`src/rtl/audio_level_meter.sv`:
```
// audio_level_meter: per-channel windowed mean/peak magnitude meter with a
// one-deep handshaked result register and sticky overrun flag.
module audio_level_meter #(
  parameter int DATA_W = 8,
  parameter int LOG2_WIN = 8,
  parameter int NUM_CH = 2,
  localparam int CH_W = (NUM_CH > 1) ? $clog2(NUM_CH) : 1,
  localparam int AW = DATA_W + LOG2_WIN
) (
  input  logic              clk,
  input  logic              rst_n,
  input  logic              audio_enable,
  input  logic [DATA_W-1:0] audio_data,
  input  logic [CH_W-1:0]   audio_ch,
  input  logic              mode,
  input  logic              clear,
  output logic [DATA_W-1:0] level,
  output logic [DATA_W-1:0] level_onehot,
  output logic [CH_W-1:0]   level_ch,
  output logic              level_valid,
  input  logic              level_ready,
  output logic              overrun
);
  typedef enum logic {START, ACCUM} st_e;
  st_e               st_q [NUM_CH];
  st_e               st_d [NUM_CH];
  logic [AW-1:0]     acc_q [NUM_CH];
  logic [AW-1:0]     acc_d [NUM_CH];
  logic [LOG2_WIN-1:0] cnt_q [NUM_CH];
  logic [LOG2_WIN-1:0] cnt_d [NUM_CH];
  logic              md_q [NUM_CH];
  logic              md_d [NUM_CH];
  logic              pv_q, pv_d;
  logic [DATA_W-1:0] pl_q, pl_d;
  logic [CH_W-1:0]   pc_q, pc_d;
  logic [DATA_W-1:0] level_q, level_d, oh_q, oh_d, oh_n;
  logic [CH_W-1:0]   lch_q, lch_d;
  logic              valid_q, valid_d, ovr_q, ovr_d;
  logic [2**CH_W-1:0] ch_mask;
  logic              ch_ok, take, first, last, md_eff, load;
  logic [CH_W-1:0]   ci;
  logic [DATA_W-1:0] mag;
  logic [AW-1:0]     base, acc_new;

  always_comb begin
    st_d = st_q;
    acc_d = acc_q;
    cnt_d = cnt_q;
    md_d = md_q;
    ch_mask = '0;
    for (int i = 0; i < 2**CH_W; i++) ch_mask[i] = (i < NUM_CH);
    ch_ok = ch_mask[audio_ch];
    ci = ch_ok ? audio_ch : '0;
    mag = audio_data[DATA_W-1] ? ~audio_data + 1'b1 : audio_data;
    first = (st_q[ci] == START);
    md_eff = first ? mode : md_q[ci];
    base = first ? '0 : acc_q[ci];
    acc_new = md_eff ? ((AW'(mag) > base) ? AW'(mag) : base) : base + AW'(mag);
    last = (cnt_q[ci] == '1);
    take = audio_enable && ch_ok && !clear;
    // completed windows sit one cycle in the pending stage before the output register
    pv_d = take && last;
    pl_d = md_eff ? DATA_W'(acc_new) : DATA_W'(acc_new >> LOG2_WIN);
    pc_d = ci;
    if (take) begin
      st_d[ci] = last ? START : ACCUM;
      acc_d[ci] = last ? '0 : acc_new;
      cnt_d[ci] = cnt_q[ci] + 1'b1;
      md_d[ci] = md_eff;
    end
    oh_n = '0;
    for (int i = 0; i < DATA_W; i++) if (pl_q[i]) oh_n = DATA_W'(1) << i;
    load = pv_q && !clear && (!valid_q || level_ready);
    level_d = load ? pl_q : level_q;
    oh_d = load ? oh_n : oh_q;
    lch_d = load ? pc_q : lch_q;
    valid_d = !clear && (load || (valid_q && !level_ready));
    ovr_d = !clear && (ovr_q || (pv_q && valid_q && !level_ready));
    if (clear) begin
      for (int i = 0; i < NUM_CH; i++) begin
        st_d[i] = START;
        acc_d[i] = '0;
        cnt_d[i] = '0;
      end
    end
  end

  always_ff @(posedge clk or negedge rst_n) begin
    if (!rst_n) begin
      for (int i = 0; i < NUM_CH; i++) begin
        st_q[i] <= START;
        acc_q[i] <= '0;
        cnt_q[i] <= '0;
        md_q[i] <= 1'b0;
      end
      pv_q <= 1'b0;
      pl_q <= '0;
      pc_q <= '0;
      level_q <= '0;
      oh_q <= '0;
      lch_q <= '0;
      valid_q <= 1'b0;
      ovr_q <= 1'b0;
    end else begin
      st_q <= st_d;
      acc_q <= acc_d;
      cnt_q <= cnt_d;
      md_q <= md_d;
      pv_q <= pv_d;
      pl_q <= pl_d;
      pc_q <= pc_d;
      level_q <= level_d;
      oh_q <= oh_d;
      lch_q <= lch_d;
      valid_q <= valid_d;
      ovr_q <= ovr_d;
    end
  end

  assign level = level_q;
  assign level_onehot = oh_q;
  assign level_ch = lch_q;
  assign level_valid = valid_q;
  assign overrun = ovr_q;
endmodule

```
`config.mk`:
```
export PLATFORM = sky130hd
export DESIGN_NAME = audio_level_meter
export DESIGN_NICKNAME = d
export VERILOG_FILES = /design/src/rtl/audio_level_meter.sv
export SDC_FILE = /design/constraint.sdc
export NUM_CORES = 1
export LEC_CHECK = 0
export CORE_MARGIN = 1.5
export CORE_UTILIZATION = 50
export DETAILED_ROUTE_END_ITERATION = 16
export GPL_TIMING_DRIVEN = 1
export PLACE_DENSITY = 0.73
export REMOVE_ABC_BUFFERS = 1
export SETUP_SLACK_MARGIN = 0.15
export SLEW_MARGIN = 25
export SYNTH_ARGS = -nofsm -noshare
export SYNTH_HDL_FRONTEND = slang
export SYNTH_SLANG_ARGS = --single-unit
```
`constraint.sdc`:
```
create_clock -name clk -period 5.59 [get_ports clk]
set_input_delay 0.8385 -clock clk [delete_from_list [all_inputs] [get_ports clk]]
set_output_delay 0.8385 -clock clk [all_outputs]
set_load 0.01 [all_outputs]
```
== Word level (Yosys, flattened, before mapping) ==
Index checks and enable logic that the tools add are counted.

* Register bits after elaboration: 81
* Bits in latches: 0
* RAM bits: 0
* Memory bits (read-only): 0
* Input bits: 15
* Output and inout bits: 19
* Word-level logic and storage cells: 90
* Memories: 0

* Add/subtract/negate cells: 3
* $mul: 0
* Div/mod/pow operators: 0
* Magnitude comparators: 4
* Equality and inequality tests: 1
* Shifts and indexed selects: 0
* Muxes and demuxes: 46
* Bitwise gates (word level): 2
* Reductions and logical operators: 18

{| class="wikitable"
|+ Operator list
! kind !! number
|-
| 16-bit 2-to-1 mux || 10
|-
| 8-bit 2-to-1 mux || 13
|-
| 32-bit 2-to-1 mux || 2
|-
| 32-bit bitwise mux || 1
|-
| 16-bit by 8-bit adder with 16-bit output || 1
|-
| 8-bit by 1-bit adder with 8-bit output, second input constant || 2
|-
| 16-bit bitwise mux || 1
|-
| 16-bit demux with 1-bit select || 1
|-
| 8-bit by 16-bit greater-than comparator with 1-bit output || 1
|-
| 1-bit 2-to-1 mux || 12
|-
| 1-bit logical AND || 11
|-
| 8-bit demux with 1-bit select || 1
|-
| 8-bit equality test, second input constant || 1
|-
| 8-bit inverter || 1
|-
| 2-bit bitwise mux || 2
|-
| 2-bit 2-to-1 mux || 2
|-
| 1-bit zero test || 3
|-
| 1-bit logical OR || 3
|-
| 2-bit >= comparator, second input constant || 1
|-
| 1-bit by 2-bit less-than comparator with 1-bit output, second input constant || 1
|-
| 2-bit by 1-bit less-than comparator with 1-bit output, second input constant || 1
|-
| 1-bit inverter with 2-bit output || 1
|-
| 2-bit nonzero test || 1
|-
| 1-bit demux with 1-bit select || 1
|}

== Longest topological paths before layout ==
Gate-level depths: netlist (run 1).

* Depth in word-level cells: 15
* Depth in mapped cells: 15
* Mapped depth without buffers: 12

== Worst setup path after synthesis (run 1) ==
No wires, ideal clock.

* Path kind: input to register
* Start: in audio_ch
* End: reg acc_q[13] (netlist bit)
* Library setup time: 0.122 ns
* Arrival time: 3.657 ns
* Data required time: 5.468 ns
* Path slack: 1.811 ns
* Stages on the path: 12
* Path buffers: 3
* Cell sequence: buf_6 and2_4 buf_6 clkbuf_1 a22oi_1 ha_1 nand2b_4 a2111o_1 a211oi_2 o21ai_2 or3_1 a32o_1

* Cells in the longest elaborated chain, start to end: 13
* Elaborated cells on any way between the ends: 30
* Those cells by class: 1 x add/sub; 3 x order compare; 1 x eq/ne; 23 x mux; 1 x bitwise; 1 x reduce/logical

{| class="wikitable"
|+ Ends and longest elaborated chain
! element !! line !! source
|-
| start: declaration || 14 || <nowiki>input logic [CH_W-1:0] audio_ch,</nowiki>
|-
| 1-bit 2-to-1 mux (*) || 53 || <nowiki>ci = ch_ok ? audio_ch : '0;</nowiki>
|-
| 1-bit inverter with 2-bit output (*) || n/a ||
|-
| 16-bit 2-to-1 mux (not written as such) / 1-bit 2-to-1 mux (equally long branches) (3 in a row) || 57, 55 ||
|-
| 16-bit 2-to-1 mux || 57 || <nowiki>base = first ? '0 : acc_q[ci];</nowiki>
|-
| 8-bit by 16-bit greater-than comparator with 1-bit output || 58 || <nowiki>acc_new = md_eff ? ((AW'(mag) > base) ? AW'(mag) : base) : base + AW'(mag);</nowiki>
|-
| 16-bit 2-to-1 mux (2 in a row) || 58 ||
|-
| 16-bit 2-to-1 mux || 67 || <nowiki>acc_d[ci] = last ? '0 : acc_new;</nowiki>
|-
| 32-bit bitwise mux (*) || 67 ||
|-
| 32-bit 2-to-1 mux (*) || 65 || <nowiki>if (take) begin</nowiki>
|-
| 32-bit 2-to-1 mux (*) || 79 || <nowiki>if (clear) begin</nowiki>
|-
| end signal: indexed assignment || 92 || <nowiki>acc_q[i] <= '0;</nowiki>
|-
| end signal: assignment || 106 || <nowiki>acc_q <= acc_d;</nowiki>
|-
| end: declaration || 27 || <nowiki>logic [AW-1:0] acc_q [NUM_CH];</nowiki>
|}

Mark *: on every way between the ends. The rest lies on a longest branch, timed or not. The select of a mux whose other input is x is not followed.
A chain may end at the register's enable or synchronous reset.

== Worst setup path after layout (run 1) ==
* Start: in audio_ch
* End: reg pl_q[1]

* Cells in the longest elaborated chain, start to end: 10
* Elaborated cells on any way between the ends: 18
* Those cells by class: 1 x add/sub; 1 x order compare; 15 x mux; 1 x bitwise

{| class="wikitable"
|+ Ends and longest elaborated chain
! element !! line !! source
|-
| 1-bit 2-to-1 mux (*) || 53 ||
|-
| 1-bit inverter with 2-bit output (not written as such) (*) || 55, 56, 57 ||
|-
| 16-bit 2-to-1 mux (not written as such) / 1-bit 2-to-1 mux (equally long branches) (3 in a row) || 57, 55 ||
|-
| 16-bit 2-to-1 mux || 57 ||
|-
| 8-bit by 16-bit greater-than comparator with 1-bit output || 58 ||
|-
| 16-bit 2-to-1 mux (2 in a row) || 58 ||
|-
| 8-bit 2-to-1 mux (*) || 63 || <nowiki>pl_d = md_eff ? DATA_W'(acc_new) : DATA_W'(acc_new >> LOG2_WIN);</nowiki>
|-
| net pl_d[1] || 34 || <nowiki>logic [DATA_W-1:0] pl_q, pl_d;</nowiki>
|-
| end signal: assignment || 110 || <nowiki>pl_q <= pl_d;</nowiki>
|-
| end: declaration || 34 ||
|}

Mark *: on every way through the listed nets, which the timed path passes. The rest lies on a longest branch. The select of a mux whose other input is x is not followed.

==> results of run 1 <==
[cell families (layout without fill, tap and decap cells)]
family,after synthesis,count (layout),share of synthesized area
AO/OA/AOI/OAI,120,120,0.1814
XOR/XNOR,26,26,0.04833
adder cells (fa/ha/maj),19,19,0.05205
buffers and inverters,45,75,0.04195
flip-flops,80,80,0.4249
multiplexers,37,37,0.08205
AND/OR/NAND/NOR,157,157,0.1694
[layout make-up]
cell class	count	area [um^2]	area share
flip-flops and latches	80	2002	0.3794
multi-input cells	359	2512	0.4762
repair buffers	38	369.1	0.06995
clock buffers	11	141.4	0.02680
inverters	22	82.58	0.01565
clock inverters	4	30.03	0.005691
well taps	111	138.9	0.02632
[state kept, by name (all words and copies together) (netlist names)]
| name | count |
|---|---|
| level_valid | 1 |
| pv_q | 1 |
| level | 8 |
| overrun | 1 |
| cnt_q | 16 |
| level_onehot | 7 |
| pl_q | 8 |
| st_q | 2 |
| acc_q | 32 |
| md_q | 2 |
| pc_q | 1 |
| level_ch | 1 |
[worst paths after layout]
kind / from / end / slack (ns) / cells past startpoint
max: audio_ch / pl_q[1] / 1.10 / 11
min: level[3] / level[3] / 0.48 / 2
max reg2reg: st_q[1] / pl_q[1] / 1.81 / 10
min reg2reg: level[3] / level[3] / 0.48 / 2
max in group asynchronous: rst_n / cnt_q[1] / 4.61 / 1
min in group asynchronous: rst_n / level_onehot[6] / 0.49 / 1
[report_power, final]
part           switching [uW]  internal, uW
registers                18.7           601
logic                     123          74.6
clock network             218           173
total                     360           849
[per-stage QoR]
step | hold WS, ns | utilization | power [uW]
floorplan | 0.4489 | - | 749.1
global placement | 0.4600 | 0.5547 | 824.7
detailed placement | 0.4691 | 0.5547 | 828.2
CTS | 0.4857 | 0.5733 | 1219
global route | 0.4993 | 0.5737 | 1264
finish | 0.4813 | 0.5737 | 1208
[cells in the mapped netlist (all sizes together) (5+ instances only)]
cell type and number:
clkbuf 16, a21oi 13, buf 7, o211ai 11, nand2b 5, mux2 13
ha 18, nor2b 7, nand2 56, xor2 12, nor2 37, nand4 7
a22oi 17, dfrtp 80, or3 6, o21ai 36, mux2i 24, inv 22
a32o 7, a22o 11, nand3 8, nor3 5, and2 5, xnor2 14
[worst max-delay path: stages]
cell and delay [ns]:
clkdlybuf4s50_1 0.64, nor2b_1 0.53, a22o_1 0.24, inv_1 0.08
ha_1 0.42, nor3b_1 0.09, a211oi_1 0.54, a211oi_2 0.25
o21a_1 0.23, o21ai_0 0.61, mux2i_1 0.19
[per-layer routing]
metal | track usage | wire length (um) | vias up
li1 | - | - | 1781
met1 | 0.3025 | 4768 | 1831
met3 | 0.05362 | 628 | 21
met4 | 0.09426 | 275 | 0
met2 | 0.3998 | 5444 | 103
met5 | 0 | 0 | -
==> results.md, run 1 <==
- Buffers added to address setup during post-CTS repair amount to 0.
- TritonCTS built the clock tree.
- The number of buffers on the longest clock path is 2.
- The pin count of the biggest net entering global routing is 81.
- The area of the die is about 0.01 mm^2.
- Fill cells in the final layout number between 800 and 900.
- The analysis attributes to cell leakage a power of roughly 0.0024 uW.
- The die outline height is about 100 um.
- The synthesized design contains 80 register bits.
- The count of nets left with antenna violations once routing finished came out at 0.
- The number of vias in the routed layout is 3736.
- The TritonCTS sink count is 80.
- The total power density per cell area is around 230 mW/mm^2.
- The proportion of register bits with asynchronous set or reset after synthesis is 1.000.
- In the synthesized netlist the dominant register cell turns out to be dfrtp_1.
- For the pin with the worst max-slew slack, the measured transition is around 1.0 ns.
- The startpoint-to-endpoint class of the critical path is primary input to flop.
- The first detailed-routing pass took 5 iterations.
- The synthesized design contains 0 enable-type register cells.
- The final non-filler cell total is approximately 630.
- Measured against its own limit, the worst slew margin works out to 0.2899.
- The mapped cell area is approximately 0.0047 mm^2.
- The dominant cell type by area after synthesis is dfrtp_1.
- The number of different library cells in the post-synthesis netlist is between 50 and 60.
- The number of global-route vias before repair is ~3700.
- The finished cells cover approximately 0.0053 mm^2.
- Of the available clock period, the critical path in the final layout requires 0.8034.
- In the layout the commonest cells are dfrtp_1 (80), nand2_1 (56), nor2_1 (37).
- The floorplan step defined a core boundary enclosing slightly above 0.009 mm^2.
- The share of the Yosys chip area taken by registers is 0.4249.
- The repair_antennas step left the layout with diodes totalling 0.
- The clock input transition at the sequential cells of the worst setup and hold paths is roughly 0.08 ns.
- The number of pins exceeding their max-slew limit in the final report is 0.
- The area growth from synthesis to layout is 11.98%.
- The final routed DRC violation total is 0.
- The routed wirelength normalized by instance count is 17.79 um.
- The number of buffers inserted by hold repair at cts is 0.
- The initial standard-cell utilization of the core is 0.5124.
- For the final routed database, the setup TNS stands at 0 ns.
- In this run the horizontal extent of the chip is between 100 and 150 um.
- The number of input and output port buffers inserted is 33.
- The smallest clock period supported by the final layout is computed as between 4 and 5 ns.
- After detailed placement, the design holds a cell count of 610.
- The post-place instance area is between 0.005 and 0.006 mm^2.
- The routed design has approximately 11 mm of wire.
- The clock skew after layout is between 0.015 and 0.02 ns.
- In the global route stage, overall resource usage came out at 0.2394.
- The final HPWL from detailed placement is 7.981 mm.
- The wire length of the first global-routing pass is approximately 19 mm.
- At the end of routability-driven placement, the weighted congestion stood at just over 0.9.
- A synthesized cell averages about 9.7 um^2.
- The biggest fanout along the worst timing path is 12.
- The share of the synthesized area in the top cell type is 0.4249.
- In this run the count of I/O pins placed on the die edge is 34.
- The later pin in the worst-skew pair is clocked with a latency of roughly 0.37 ns.
- The number of endpoints with negative hold slack in the final report is 0.
- The final layout contains between 500 and 600 nets.
- The class of the worst hold path is flop to flop.
- The upper clock frequency limit is approximately 220 MHz.
- Leaving out fill and tap cells, the most frequent cell in the layout is dfrtp_1.
- The tool flagged a number of max-cap violations equal to 0.
- Of the cells placed in the final design, the portion with a size suffix greater than 1 is 0.08560.
- For the worst setup path, the data required time is between 5 and 6 ns.
- Counting every instance in the synthesized netlist gives 484.
- The detailed router finished its first iteration with about 340 violations.
- The endpoint arrival time on the critical path is about 4.7 ns.
- The worst path setup slack after routing is about 1.1 ns.
- Setup repair after global routing left no endpoint under its margin.
- The critical path capture point type is a flop.
- The number of clock buffers added by TritonCTS is 9.
- The critical path startpoint category is a primary input.
- Yosys printed 0 warnings.
- The final-report setup violation count is 0.
- The initial antenna violation count is 0.
- The root buffer cell is clkbuf_8.
- Yosys attributes the largest share of cell area to dfrtp_1 (42%), mux2i_1 (5.1%), ha_1 (4.8%).
- The worst-case IR drop observed on VDD is roughly 120 uV.
- The flow ran to the end, and the final reports show no timing, DRC or antenna violations.
- The post-cts repair resize count is 0.
- Global routing finished with a remaining overflow of 0.
- Timing analysis after detailed placement gives a worst setup slack of just over 0.8 ns.
- The clock tree synthesis step divided the H-tree into 3 levels.
- The cell row count is 35.
- In the routed layout, each cell is associated on average with a via count of 5.978.
Power figures use the tool's default switching activity.
==> run 2, diff against run 1 <==
==> constraint.sdc (replaced) <==
create_clock -name clk -period 4.6 [get_ports clk]
set_input_delay 0.69 -clock clk [delete_from_list [all_inputs] [get_ports clk]]
set_output_delay 0.69 -clock clk [all_outputs]
set_load 0.01 [all_outputs]
==> run 2 against run 1 <==
Against the previous run: critical path depth did not move; cell area rose by 1.7%; critical path type unchanged; worst setup slack got worse by 0.43 ns; cell count rose by 1.6%; utilization rose by 0.98 points; clock-buffer cell count did not move; non-clock buffer count rose by 9; critical endpoint is now acc_q[22]; via count rose by 1.0%; largest cell class unchanged; highest routed layer unchanged; sequential cell count did not move.
==> results.md, run 2 (synthesis gave the netlist of run 1 again) <==
- The critical path startpoint category is a primary input (unchanged).
- The die outline height is 100.1 um (unchanged).
- Registers with the highest flip-flop counts: acc_q x32, cnt_q x16 (unchanged).
- The combined global-route utilization of all metal layers is 0.2355 (was 0.2394).
- The count of cells along the worst register-to-register path came to 10 (unchanged).
- The total power consumption of the routed design was 1493 uW (was 1208 uW).
- The worst path setup slack after routing is 0.6652 ns (was 1.099 ns).
- The final-report setup violation count is 0 (unchanged).
- The routed wirelength normalized by instance count is 17.06 um (was 17.79 um).
- The number of pins exceeding their max-slew limit in the final report is 0 (unchanged).
- Static timing analysis puts the maximum clock frequency at between 200 and 300 MHz.
- Result of the run: complete, no violations (unchanged).
- The core area came to 0.009196 mm^2 (unchanged).
- The TritonCTS sink count came to 80 (unchanged).
- The number of input and output port buffers inserted came to 33 (unchanged).
- The total power density per cell area is 278.1 mW/mm^2 (was 229.0 mW/mm^2).
- The routability-driven placement congestion ratio is 0.9243 (was 0.9211).
- The critical path capture point type is a flop (unchanged).
- The capturing point of the worst reg2reg path is acc_q[22] (was pl_q[1]).
- The wire length of the first global-routing pass was 18.51 mm (was 18.60 mm).
- The die width is 100.1 um (unchanged).
- The pre-CTS worst setup slack was 0.2869 ns (was 0.8167 ns).
- The post-cts repair resize count is 0 (unchanged).
- The biggest fanout along the worst timing path is 10 (was 12).
- The fraction of final layout cells with drive strength greater than 1 is 0.1031 (was 0.08560).
- The register containing the most flip-flops in the final layout was acc_q (unchanged).
- Setup repair after global routing missed its margin: false (unchanged).
- The most common library cell in the layout ignoring fill and taps is dfrtp_1 (unchanged).
- The root buffer cell was clkbuf_8 (unchanged).
- The total routed wirelength is 10.83 mm (was 11.12 mm).
- The final sum of negative setup slack is 0 ns (unchanged).
- The data required time at the worst endpoint is 4.83 ns (was 5.79 ns).
- The flip-flop count of the largest register, all copies and words added is 32 (unchanged).
- The final routed DRC violation total is 0 (unchanged).
- The final HPWL from detailed placement was 7.858 mm (was 7.981 mm).
- The source of the worst register-to-register timing path was st_q[0] (was st_q[1]).
- The number of DRC violations after detailed-routing iteration 0 is 229 (was 337).
- The leakage power total was 0.002447 uW (was 0.002389 uW).
- Most frequent cells in the layout: dfrtp_1 (80), nand2_1 (56), nor2_1 (37) (unchanged).
- The growth of design area from synthesis to finish is 13.89% (was 11.98%).
- The number of buffers on the longest clock path is 2 (unchanged).
- The number of placed cells counting well taps was 619 (was 610).
- The post-CTS setup buffer count is 0 (unchanged).
- The count of antenna-violating nets left after detailed routing is 0 (unchanged).
- The overflow left after global routing is 0 (unchanged).
- The iteration count of the initial detailed-routing pass came to 6 (was 5).
- The number of buffers inserted by hold repair at cts was 0 (unchanged).
- The initial standard-cell utilization of the core came to 0.5124 (unchanged).
- The area of the die is 0.01002 mm^2 (unchanged).
- The clock buffer count from CTS is 9 (unchanged).
- The smallest clock period supported by the final layout is computed as slightly below 4 ns.
- The number of vias in the routed layout is 3775 (was 3736).
- The endpoint arrival time on the critical path is 4.17 ns (was 4.69 ns).
- The clock insertion delay at the later pin of the skew report is 0.37 ns (about the same).
- The number of endpoints with negative hold slack in the final report was 0 (unchanged).
- The total inserted antenna cells is 0 (unchanged).
- The final layout net count is 553 (was 544).
- The number of fill cells in the layout is 792 (was 810).
- The startpoint-to-endpoint class of the critical path is primary input to flop (unchanged).
- The ratio of final minimum period to clock period is 0.8554.
- The maximum VDD drop is 186.5 uV (was 121.6 uV).
- The count of pins on the block boundary is 34 (unchanged).
- The count of maximum capacitance violations is 0 (unchanged).
- The via density per instance is 5.945 (was 5.978).
- The initial antenna violation count is 0 (unchanged).
- The maximum level of the CTS H-tree came to 3 (unchanged).
- The number of global-route vias before repair was 3721 (was 3710).
- The clock input transition at the sequential cells of the worst setup and hold paths is 0.09 ns (was 0.08 ns).
- The final non-filler cell total is 635 (was 625).
- The clock skew after layout is 0.01404 ns (was 0.01759 ns).
- The pin slew with the least headroom to its limit was 0.7754 ns (was 1.036 ns).
- The clock tree from TritonCTS was done (unchanged).
- The internal reg-to-reg setup slack was 1.17 ns (was 1.81 ns).
- The normalized max-slew margin was 0.4815 (was 0.2899).
- The class of the worst hold path is primary input to async pin (was flop to flop).
- The pin count of the biggest net entering global routing is 81 (unchanged).
- The cell row count is 35 (unchanged).
[run 2: per-stage QoR]
stage	instance area (um^2)	utilization	hold WS (ns)
3_5_place_dp	5181	0.5634	0.4717
2_1_floorplan	4597	-	0.3944
3_3_place_gp	5181	0.5634	0.4591
5_1_grt	5366	0.5835	0.4090
4_1_cts	5363	0.5831	0.4914
6_report	5366	0.5835	0.3488
[run 2: power breakdown]
| group | switching, uW | internal [uW] |
|---|---|---|
| logic | 152 | 95.4 |
| clock network | 278 | 216 |
| registers | 21.3 | 730 |
| total | 451 | 1040 |
[run 2: critical path, stage by stage]
cell	delay, ns
clkdlybuf4s50_1	0.46
or3_1	0.44
o31ai_1	0.27
xnor2_1	0.24
ha_1	0.37
nand4_1	0.14
nor2_1	0.08
nor4b_4	0.32
o211a_1	0.52
mux2i_1	0.47
o211ai_1	0.15
[run 2: worst max path at each step]
| stage | startpoint | endpoint | slack (ns) | depth (start not counted) |
|---|---|---|---|---|
| after floorplan | audio_ch | acc_q[13] | 0.84 | 9 |
| after global placement | audio_data[0] | pl_q[6] | 0.39 | 11 |
| after detailed placement | audio_data[0] | acc_q[6] | 0.29 | 11 |
| after CTS | audio_data[0] | acc_q[6] | 0.69 | 11 |
| after global routing | audio_data[0] | acc_q[22] | 0.48 | 11 |
| final | audio_data[0] | acc_q[22] | 0.67 | 11 |
[run 2: layout make-up]
cell class              count  area [um^2]  share of cell area
repair buffers             47        449.2             0.08370
multi-input cells         359         2512              0.4682
flip-flops and latches     80         2002              0.3730
well taps                 111        138.9             0.02588
clock inverters             5        40.04            0.007461
clock buffers              11        141.4             0.02635
inverters                  22        82.58             0.01539
[run 2: per-layer routing]
metal	global-route usage	up-vias	wire, um
met5	0	-	0
met4	0.1203	0	319
met3	0.03482	28	521
met2	0.3810	130	5280
met1	0.3092	1809	4713
li1	-	1808	-
==> run 3, diff against run 2 <==
--- a/config.mk
+++ b/config.mk
@@ -5,6 +5,7 @@
 export SDC_FILE = /design/constraint.sdc
 export NUM_CORES = 1
 export LEC_CHECK = 0
+export CAP_MARGIN = 20
 export CORE_MARGIN = 1.5
 export CORE_UTILIZATION = 50
 export DETAILED_ROUTE_END_ITERATION = 16
==> constraint.sdc (replaced) <==
create_clock -name clk -period 3.95 [get_ports clk]
set_input_delay 0.5925 -clock clk [delete_from_list [all_inputs] [get_ports clk]]
set_output_delay 0.5925 -clock clk [all_outputs]
set_load 0.01 [all_outputs]
==> run 3 against run 2 <==
Against the previous run: cell count up 5.2%; utilization up 3.2 points; worst setup slack worse by 0.36 ns; clock power up 46%; global-route usage up 1.1 points; via count up 3.6%; total power up 28%; critical endpoint is now pl_q[1]; highest routed layer unchanged.
==> results.md, run 3 (synthesis gave the netlist of run 1 again) <==
- The TritonCTS sink count is 80 (unchanged).
- The final core utilization is 0.6158 (was 0.5835).
- The number of input and output port buffers inserted is 33 (unchanged).
- The number of endpoints with negative hold slack in the final report is 0 (unchanged).
- The count of antenna-violating nets left after detailed routing was 0 (unchanged).
- The cell row count is 35 (unchanged).
- The routability-driven placement congestion ratio came to 0.9324 (was 0.9243).
- The design internal power is 1401 uW (was 1042 uW).
- The final sum of negative setup slack is 0 ns (unchanged).
- The capturing point of the worst reg2reg path was pl_q[1] (was acc_q[22]).
- The final non-filler cell total is 668 (was 635).
- The endpoint arrival time on the critical path is 3.86 ns (was 4.17 ns).
- The worst path setup slack after routing is 0.3016 ns (was 0.6652 ns).
- Result of the run: complete, no violations (unchanged).
- The register containing the most flip-flops in the final layout is acc_q (unchanged).
- The die outline height is 100.1 um (unchanged).
- The pin slew with the least headroom to its limit came to 0.7137 ns (was 0.7754 ns).
- The switching component of the power was 509.4 uW (was 450.8 uW).
- The clock insertion delay at the later pin of the skew report is 0.37 ns (about the same).
- The routed wirelength normalized by instance count was 17.00 um (was 17.06 um).
- The maximum level of the CTS H-tree was 3 (unchanged).
- The number of placed cells counting well taps came to 652 (was 619).
- The via density per instance is 5.856 (was 5.945).
- The wire length of the first global-routing pass is 19.12 mm (was 18.51 mm).
- The critical path capture point type is a flop (unchanged).
- The clock input transition at the sequential cells of the worst setup and hold paths came to 0.09 ns (about the same).
- The startpoint-to-endpoint class of the critical path is primary input to flop (unchanged).
- The core area is 0.009196 mm^2 (unchanged).
- The fraction of final layout cells with drive strength greater than 1 came to 0.1580 (was 0.1031).
- The biggest fanout along the worst timing path was 4 (was 10).
- Setup repair after global routing missed its margin: false (unchanged).
- The iteration count of the initial detailed-routing pass is 4 (was 6).
- The critical path startpoint category is a primary input (unchanged).
- The total routed wirelength is 11.36 mm (was 10.83 mm).
- The count of pins on the block boundary is 34 (unchanged).
- The most common library cell in the layout ignoring fill and taps is dfrtp_1 (unchanged).
- The root buffer cell was clkbuf_8 (unchanged).
- The normalized max-slew margin is 0.5242 (was 0.4815).
- The number of buffers inserted by hold repair at cts is 0 (unchanged).
- The switching power as a share of total power is 0.2666 (was 0.3020).
- The count of maximum capacitance violations was 0 (unchanged).
- The combinational fraction of design power is 0.165 (was 0.166).
- The growth of design area from synthesis to finish was 20.18% (was 13.89%).
- The final layout net count is 587 (was 553).
- The clock skew after layout is 0.02661 ns (was 0.01404 ns).
- The clock share of power is 0.377 (was 0.331).
- The initial standard-cell utilization of the core was 0.5124 (unchanged).
- The total inserted antenna cells is 0 (unchanged).
- The total power density per cell area came to 337.4 mW/mm^2 (was 278.1 mW/mm^2).
- The data required time at the worst endpoint came to 4.16 ns (was 4.83 ns).
- The number of DRC violations after detailed-routing iteration 0 is 308 (was 229).
- The pre-CTS worst setup slack was -0.1217 ns (was 0.2869 ns).
- The internal reg-to-reg setup slack was 0.63 ns (was 1.17 ns).
- Based on the critical path, the design can be clocked at up to about 270 MHz.
- The final-report setup violation count was 0 (unchanged).
- The area of the die was 0.01002 mm^2 (unchanged).
- The class of the worst hold path was primary input to async pin (unchanged).
- The shortest period the worst path allows is roughly 3.6 ns.
- The ratio of final minimum period to clock period is 0.9236.
- The combined global-route utilization of all metal layers is 0.2460 (was 0.2355).
- Registers with the highest flip-flop counts: acc_q x32, cnt_q x16 (unchanged).
- The number of global-route vias before repair came to 3890 (was 3721).
- The total power consumption of the routed design is 1911 uW (was 1493 uW).
- The maximum VDD drop is 217.8 uV (was 186.5 uV).
- The number of vias in the routed layout is 3912 (was 3775).
- The source of the worst register-to-register timing path is st_q[1] (was st_q[0]).
- The die width is 100.1 um (unchanged).
- The final routed DRC violation total was 0 (unchanged).
- The final HPWL from detailed placement is 8.439 mm (was 7.858 mm).
- The number of pins exceeding their max-slew limit in the final report came to 0 (unchanged).
- The leakage power total came to 0.002622 uW (was 0.002447 uW).
- The sequential group share of total power came to 0.459 (was 0.504).
- Most frequent cells in the layout: dfrtp_1 (80), nand2_1 (56), buf_4 (48) (was dfrtp_1 (80), nand2_1 (56), nor2_1 (37)).
- The clock tree from TritonCTS is done (unchanged).
- The overflow left after global routing is 0 (unchanged).
- The pin count of the biggest net entering global routing is 81 (unchanged).
- The clock buffer count from CTS came to 9 (unchanged).
- The count of cells along the worst register-to-register path is 13 (was 10).
- The initial antenna violation count is 0 (unchanged).
- The flip-flop count of the largest register, all copies and words added was 32 (unchanged).
- The number of buffers on the longest clock path came to 2 (unchanged).
## run 3: cell types whose count changed in the layout (fill, tap and decap cells not counted)
cell | previous run | this run
buf_12 | 1 | 0
buf_4 | 13 | 48
bufinv_16 | 0 | 3
clkbuf_8 | 10 | 9
clkinv_4 | 2 | 0
inv_6 | 2 | 1
mux2i_1 | 24 | 23
mux2i_2 | 0 | 1
o21ai_0 | 32 | 31
o21ai_1 | 3 | 4
## run 3: how the worst max path moves through the flow
stage	from	to	slack [ns]	cells past startpoint
finish	audio_data[0]	pl_q[1]	0.30	12
global route	audio_data[0]	acc_q[15]	0.15	12
CTS	audio_data[0]	acc_q[22]	0.26	12
detailed placement	audio_data[0]	acc_q[22]	-0.12	12
global placement	audio_data[0]	acc_q[6]	-0.03	12
floorplan	audio_ch	acc_q[29]	0.29	9
## run 3: metrics by stage
| stage | cell area, um^2 | hold slack [ns] |
|---|---|---|
| after floorplan | 4597 | 0.2969 |
| after global placement | 5416 | 0.4601 |
| after detailed placement | 5416 | 0.4699 |
| after CTS | 5648 | 0.4252 |
| after global routing | 5663 | 0.3085 |
| final | 5663 | 0.2517 |
## run 3: power groups by stage
stage | Sequential, uW | Combinational, uW | Clock [uW]
after floorplan | 884 | 176 | 0
after global placement | 890 | 301 | 0
after detailed placement | 893 | 307 | 0
after CTS | 876 | 309 | 729
after global routing | 881 | 344 | 766
final | 876 | 315 | 720
## run 3: routing by layer
| metal | routed length [um] | vias to the layer above | global-route usage | share of wire |
|---|---|---|---|---|
| met4 | 265 | 0 | 0.09209 | 0.023 |
| met2 | 5600 | 125 | 0.4134 | 0.49 |
| met3 | 552 | 21 | 0.04457 | 0.049 |
| met5 | 0 | - | 0 | 0 |
| met1 | 4938 | 1893 | 0.3180 | 0.43 |
| li1 | - | 1873 | - | - |
## run 3: layout make-up
cell class | instances | area, um^2
well taps | 111 | 138.9
fillers | 779 | 3533
repair buffers | 81 | 691.9
clock buffers | 10 | 127.6
flip-flops and latches | 80 | 2002
clock inverters | 5 | 103.9
multi-input cells | 359 | 2516
inverters | 22 | 82.58
## run 3: worst max-delay path, stage by stage
cell	delay, ns
clkdlybuf4s50_1	0.45
or3_1	0.43
o31ai_1	0.28
xnor2_1	0.23
ha_1	0.33
nand4_1	0.15
nor2_1	0.10
nor4b_4	0.36
o211a_1	0.24
buf_4	0.14
mux2i_1	0.37
mux2i_1	0.19
## run 3: timing repair
item | in CTS | in global routing
setup buffers | 0 | 1
endpoints found under the setup margin | 0 | 9
resized for setup | 0 | 2
